`config.mk`:
```
export PLATFORM = sky130hd
export DESIGN_NAME = missile_collider
export DESIGN_NICKNAME = d
export VERILOG_FILES = /design/src/rtl/invaders_pkg.sv /design/src/rtl/alien_box_overlap.sv /design/src/rtl/missile_collider.sv
export SDC_FILE = /design/constraint.sdc
export NUM_CORES = 1
export LEC_CHECK = 0
export CAP_MARGIN = 30
export CORE_MARGIN = 4
export CORE_UTILIZATION = 45
export CTS_BUF_LIST = sky130_fd_sc_hd__clkbuf_4 sky130_fd_sc_hd__clkbuf_8 sky130_fd_sc_hd__clkbuf_16
export DETAILED_ROUTE_END_ITERATION = 12
export GPL_ROUTABILITY_DRIVEN = 0
export MAX_ROUTING_LAYER = met4
export PLACE_DENSITY = 0.68
export SETUP_SLACK_MARGIN = 0.4
export SYNTH_ARGS = -nofsm -noshare
export SYNTH_HDL_FRONTEND = slang
export SYNTH_SLANG_ARGS = --single-unit
```
`constraint.sdc`:
```
create_clock -name Clk -period 5.4 [get_ports Clk]
set_input_delay 1.08 -clock Clk [delete_from_list [all_inputs] [get_ports Clk]]
set_output_delay 1.08 -clock Clk [all_outputs]
set_load 0.1 [all_outputs]
```
`src/rtl/invaders_pkg.sv`:
```
// Shared constants, FSM state type and scoring helper for the invaders
// collision logic.
package invaders_pkg;

    localparam int DEF_ROWS      = 5;
    localparam int DEF_COLS      = 11;
    localparam int DEF_ALIEN_W   = 16;
    localparam int DEF_ALIEN_H   = 8;
    localparam int DEF_COL_PITCH = 24;
    localparam int DEF_ROW_PITCH = 16;
    localparam int DEF_MISSILE_W = 2;

    localparam int SCREEN_W = 640;
    localparam int SCREEN_H = 480;

    typedef enum logic {
        ST_IDLE = 1'b0,
        ST_SCAN = 1'b1
    } state_t;

    function automatic logic [5:0] row_points(input logic [2:0] row);
        case (row)
            3'd0:       return 6'd30;
            3'd1, 3'd2: return 6'd20;
            default:    return 6'd10;
        endcase
    endfunction

endpackage

```
`src/rtl/alien_box_overlap.sv`:
```
// Combinational box test between the missile and one alien cell.
// Operands are widened to 11 bits so that no sum can wrap.
module alien_box_overlap
    import invaders_pkg::*;
#(
    parameter int ALIEN_W   = DEF_ALIEN_W,
    parameter int ALIEN_H   = DEF_ALIEN_H,
    parameter int MISSILE_W = DEF_MISSILE_W
) (
    input  logic [9:0]  i_mx,
    input  logic [9:0]  i_my,
    input  logic [9:0]  i_msize,
    input  logic [10:0] i_ax,
    input  logic [10:0] i_ay,
    output logic        o_overlap
);

    logic [10:0] w_mx;
    logic [10:0] w_my;
    logic [10:0] w_msize;

    assign w_mx    = {1'b0, i_mx};
    assign w_my    = {1'b0, i_my};
    assign w_msize = {1'b0, i_msize};

    assign o_overlap = (w_mx < i_ax + 11'(ALIEN_W)) &&
                       (w_mx + 11'(MISSILE_W) > i_ax) &&
                       (w_my < i_ay + 11'(ALIEN_H)) &&
                       (w_my + w_msize > i_ay);

endmodule

```
`src/rtl/missile_collider.sv`:
```
// Per-frame missile/alien collision scan: one cell per cycle, first live
// overlapping alien is killed and scored.
module missile_collider
    import invaders_pkg::*;
#(
    parameter int ROWS      = DEF_ROWS,
    parameter int COLS      = DEF_COLS,
    parameter int ALIEN_W   = DEF_ALIEN_W,
    parameter int ALIEN_H   = DEF_ALIEN_H,
    parameter int COL_PITCH = DEF_COL_PITCH,
    parameter int ROW_PITCH = DEF_ROW_PITCH,
    parameter int MISSILE_W = DEF_MISSILE_W
) (
    input  logic                 Clk,
    input  logic                 Reset,
    input  logic                 frame_tick,
    input  logic                 wave_reset,
    input  logic [9:0]           missilex,
    input  logic [9:0]           missiley,
    input  logic [9:0]           missilesize,
    input  logic [9:0]           gridx,
    input  logic [9:0]           gridy,
    output logic [ROWS*COLS-1:0] alive,
    output logic                 hit,
    output logic [2:0]           hit_row,
    output logic [3:0]           hit_col,
    output logic                 score_inc,
    output logic [5:0]           score_pts,
    output logic                 busy,
    output logic                 all_dead
);

    localparam int NCELLS = ROWS * COLS;
    localparam int IDXW   = $clog2(NCELLS);

    state_t              r_state;
    state_t              w_state_nxt;
    logic [IDXW-1:0]     r_idx;
    logic [2:0]          r_row;
    logic [3:0]          r_col;
    logic [10:0]         r_ax;
    logic [10:0]         r_ay;
    logic [9:0]          r_gx;
    logic [9:0]          r_mx;
    logic [9:0]          r_my;
    logic [9:0]          r_msz;
    logic [NCELLS-1:0]   r_alive;
    logic                r_hit;
    logic [2:0]          r_hit_row;
    logic [3:0]          r_hit_col;
    logic                r_score_inc;
    logic [5:0]          r_score_pts;
    logic                r_all_dead;

    logic w_overlap;
    logic w_parked;
    logic w_last;
    logic w_accept;
    logic w_kill;

    // Cell origin is tracked incrementally instead of multiplying row/col.
    alien_box_overlap #(
        .ALIEN_W   (ALIEN_W),
        .ALIEN_H   (ALIEN_H),
        .MISSILE_W (MISSILE_W)
    ) u_overlap (
        .i_mx      (r_mx),
        .i_my      (r_my),
        .i_msize   (r_msz),
        .i_ax      (r_ax),
        .i_ay      (r_ay),
        .o_overlap (w_overlap)
    );

    // Same value the latched copies will hold; checked on the raw inputs
    // so the decision is made in the accepting cycle.
    assign w_parked = (missilex >= 10'(SCREEN_W)) || (missiley >= 10'(SCREEN_H));
    assign w_last   = (r_idx == IDXW'(NCELLS - 1));

    always_ff @(posedge Clk or posedge Reset) begin
        if (Reset) r_state <= ST_IDLE;
        else       r_state <= w_state_nxt;
    end

    always_comb begin
        w_state_nxt = r_state;
        w_accept    = 1'b0;
        w_kill      = 1'b0;
        case (r_state)
            ST_IDLE: begin
                if (frame_tick) begin
                    w_accept = 1'b1;
                    if (!w_parked) w_state_nxt = ST_SCAN;
                end
            end
            ST_SCAN: begin
                if (r_alive[r_idx] && w_overlap) begin
                    w_kill      = 1'b1;
                    w_state_nxt = ST_IDLE;
                end else if (w_last) begin
                    w_state_nxt = ST_IDLE;
                end
            end
            default: w_state_nxt = ST_IDLE;
        endcase
        if (wave_reset) begin
            w_state_nxt = ST_IDLE;
            w_accept    = 1'b0;
            w_kill      = 1'b0;
        end
    end

    always_ff @(posedge Clk or posedge Reset) begin
        if (Reset) begin
            r_idx       <= '0;
            r_row       <= '0;
            r_col       <= '0;
            r_ax        <= '0;
            r_ay        <= '0;
            r_gx        <= '0;
            r_mx        <= '0;
            r_my        <= '0;
            r_msz       <= '0;
            r_alive     <= '1;
            r_hit       <= 1'b0;
            r_hit_row   <= '0;
            r_hit_col   <= '0;
            r_score_inc <= 1'b0;
            r_score_pts <= '0;
            r_all_dead  <= 1'b0;
        end else begin
            r_score_inc <= 1'b0;
            r_all_dead  <= (r_alive == '0);
            if (wave_reset) begin
                r_alive <= '1;
                r_hit   <= 1'b0;
            end else if (w_accept) begin
                r_hit <= 1'b0;
                r_mx  <= missilex;
                r_my  <= missiley;
                r_msz <= missilesize;
                r_gx  <= gridx;
                r_idx <= '0;
                r_row <= '0;
                r_col <= '0;
                r_ax  <= {1'b0, gridx};
                r_ay  <= {1'b0, gridy};
            end else if (w_kill) begin
                r_alive[r_idx] <= 1'b0;
                r_hit          <= 1'b1;
                r_hit_row      <= r_row;
                r_hit_col      <= r_col;
                r_score_inc    <= 1'b1;
                r_score_pts    <= row_points(r_row);
            end else if (r_state == ST_SCAN) begin
                r_idx <= r_idx + 1'b1;
                if (r_col == 4'(COLS - 1)) begin
                    r_col <= '0;
                    r_row <= r_row + 3'd1;
                    r_ax  <= {1'b0, r_gx};
                    r_ay  <= r_ay + 11'(ROW_PITCH);
                end else begin
                    r_col <= r_col + 4'd1;
                    r_ax  <= r_ax + 11'(COL_PITCH);
                end
            end
        end
    end

    assign alive     = r_alive;
    assign hit       = r_hit;
    assign hit_row   = r_hit_row;
    assign hit_col   = r_hit_col;
    assign score_inc = r_score_inc;
    assign score_pts = r_score_pts;
    assign busy      = (r_state == ST_SCAN);
    assign all_dead  = r_all_dead;

endmodule

```
==> impl_metrics.csv <==
group,metric,value,unit
run_status,outcome,"complete, no violations",
sta,final_max_slew_viol_count,0,
finish,fill_cells,1608,
worst_setup_path,cp-start-kind,"flop",
clock_network,cts_tree,"built",
global_routing,antenna_found_initial,0,
die,die_area,20800,um2
pwr,powerDensity,344,nW/um2
finish,finalNetCount,1130,
finish,syn_to_final_growth,24.6,%
pwr,leakagePower,4.53,nW
place,placed_area,9770,um2
die,coreArea,18100,um2
finish,drive_above_1_share,0.134,
clock_network,htree_levels,4,
place,dpl.hpwl,15500,um
synthesis,yosysWarnings,0,
sta,finClkSkew,0.0187,ns
sta,setup_viol,0,
global_routing,grt_pass1_wl,36200,um
detailed_routing,dr.pass1.iters,5,
detailed_routing,ant_nets,0,
detailed_routing,wl_per_cell,17.7,um
die,die_y,144,um
synthesis,yosys-top-cells-count,"nand2_1 (159), dfrtp_1 (88), a21oi_1 (87)",
worst_setup_path,path_max_fanout,38,
sta,hold_viol_final,0,
synthesis,synth_largest_area_cell,"dfrtp_1",
worst_setup_path,crit_top_cell,"a21oi_1",
die,initial_core_util,0.461,
worst_setup_path,cpPeakStageDelay,0.91,ns
finish,final_cell_area,10400,um2
global_routing,grt_overflow,0,
flow_run,max-cap-violations,0,
synthesis,netlist_top_cells_area,"dfrtp_1 (26%), dfstp_2 (17%), ha_1 (9.6%)",
synthesis,synth_top_area_frac,0.263,
clock_network,insertion_delay,0.44,ns
clock_network,cts-root-buf,"clkbuf_16",
synthesis,synth-edff-count,0,
sta,fin_tns_setup,0,ns
die,rows,49,
synthesis,synth_most_common_cell,"nand2_1",
global_routing,grt_pass1_vias,6846,
clock_network,cts_hold_buf,0,
global_routing,grt_max_degree,75,
finish,antennaDiodeCount,0,
synthesis,netlist_area,8370,um2
worst_setup_path,critPathArrivalTime,4.94,ns
sta,fin_crit,4.61,ns
worst_setup_path,endpoint_kind,"flop",
sta,finalCritPeriodShare,0.853,
detailed_routing,vias_per_cell,5.60,
die,die_w,144,um
worst_setup_path,slowest_stage,"a31oi_4",
sta,max_freq,0.217,GHz
detailed_routing,vias,7019,
pwr,ir_worst_vdd,0.000225,V
clock_network,clockBufferDepth,2,
die,io_pins,126,
finish,finalCoreUtilization,0.575,
synthesis,synthCells,898,
clock_network,cts.sinks,143,
synthesis,synth.distinct_cells,59,
detailed_routing,drt_wl_total,22100,um
sta,tightest_slew,1.04,ns
sta,max_slew_margin,0.307,
clock_network,cts-buffers-inserted,17,
synthesis,ys.flop_type,"dfrtp_1",
global_routing,grt_usage,0.226,
pwr,power,3.59,mW
detailed_routing,drc,0,
worst_setup_path,worst-setup-path-type,"flop to flop",
worst_setup_path,crit_required,5.73,ns
detailed_routing,initialDrtViolationCount,383,
clock_network,clk_pin_slew,0.07,ns
sta,rsz0062_at_grt,"yes",
worst_setup_path,crit_chain,"ha_1 -> fa_1 -> a21oi_1 -> nor2_1 -> nor2_1 -> o21bai_1 -> a21oi_1 -> o21bai_1 -> a21oi_1 -> xnor2_1 -> ha_1 -> a21o_1 -> a21o_1 -> a21oi_1 -> a22oi_1 -> a31oi_4 -> a41oi_1 -> a311oi_1",
finish,fin_cells,1253,
worst_hold_path,hold_path.class,"flop to flop",
place,dpl.cell_count,1216,
synthesis,ys_ff_latch,143,
synthesis,synth_seq_area_share,0.436,
synthesis,synthArstFlopShare,1.00,
synthesis,syn_area_per_cell,9.32,um2
place,portBuffers,123,
cells in the final DEF, fill, tap and decap left out, types with 6 or more instances in the layout:
| cell type | count |
|---|---|
| nor3_1 | 9 |
| mux4_2 | 6 |
| xnor2_1 | 27 |
| nor4_1 | 17 |
| buf_4 | 15 |
| nand2_1 | 159 |
| a21oi_1 | 87 |
| o311ai_0 | 12 |
| o211ai_1 | 8 |
| nand3_1 | 35 |
| mux2i_1 | 22 |
| inv_1 | 40 |
| nor2b_1 | 9 |
| and3_1 | 7 |
| clkdlybuf4s50_1 | 122 |
| o21ai_0 | 20 |
| nand4_1 | 17 |
| dfstp_2 | 55 |
| ha_1 | 64 |
| a21o_1 | 9 |
| inv_6 | 8 |
| nand2b_1 | 9 |
| dfrtp_1 | 88 |
| clkbuf_16 | 17 |
| mux2_2 | 11 |
| nor2_1 | 78 |
report_power, final:
| group | switching (mW) | internal, mW |
|---|---|---|
| clock network | 0.552 | 0.622 |
| logic | 0.676 | 0.442 |
| registers | 0.121 | 1.18 |
per-stage QoR:
stage / worst slack (ns) / hold WS, ns
after floorplan: 0.573 / 0.438
after global placement: 0.801 / 0.453
after detailed placement: 0.639 / 0.468
after CTS: 0.633 / 0.487
after global routing: 0.393 / 0.509
final: 0.794 / 0.486
metal layers:
layer	vias up	routed length [um]	GRT usage
li1	3394	-	-
met1	3399	10600	0.323
met2	205	10200	0.330
met3	21	1130	0.0420
met4	0	291	0.0614
met5	-	0	-
cell families after synthesis:
family | Yosys count | synth area share
xor gates and xnor gates | 30 | 0.0314
buffers and inverters | 87 | 0.0453
AOI/OAI and AO/OA | 173 | 0.127
muxes | 39 | 0.0573
and+or+nand+nor | 360 | 0.205
DFF | 143 | 0.436
other | 1 | 0.000448
adders and majority gates | 65 | 0.0981
critical path: cells and delay by family, from the launching register on:
kind	cells	cell delay [ns]
simple gates	2	0.20
xor+xnor	1	0.15
fa+ha+maj	3	0.90
flops	1	0.39
compound gates	12	2.84
sequential cells by signal (all words and copies together) (netlist names):
register   cells
r_my          10
r_col          4
alive         55
hit            1
r_row          3
r_msz         10
hit_col        4
score_inc      1
r_idx          6
score_pts      2
all_dead       1
r_mx          10
r_ay          11
r_ax          11
hit_row        3
r_gx          10
busy           1
timing repair:
item | in CTS | in global routing
gates resized for setup | 0 | 4
setup endpoints to repair | 0 | 56
endpoints found under the hold margin | 0 | 0
setup buffers | 0 | 5
final cells by class:
| class | instances | area [um2] | area share |
|---|---|---|---|
| sequential | 143 | 3650 | 0.350 |
| inverter | 41 | 159 | 0.0152 |
| clock buffer | 17 | 425 | 0.0408 |
| tap | 229 | 287 | 0.0275 |
| timing repair buffer | 139 | 1360 | 0.130 |
| multi-input combinational | 669 | 4390 | 0.421 |
| clock inverter | 15 | 164 | 0.0157 |
final timing paths:
| path | startpoint | end | slack (ns) | cells past startpoint |
|---|---|---|---|---|
| setup / recovery | r_my[0] | r_col[3] | 0.79 | 18 |
| hold / removal | r_msz[0] | r_msz[0] | 0.49 | 2 |
| setup reg to reg | r_my[0] | r_col[3] | 0.79 | 18 |
| hold reg to reg | r_msz[0] | r_msz[0] | 0.49 | 2 |
| max in group asynchronous | Reset | alive[44] | 3.31 | 3 |
| min in group asynchronous | Reset | score_inc | 1.10 | 2 |
No activity file was read; power rests on OpenSTA's default activity.
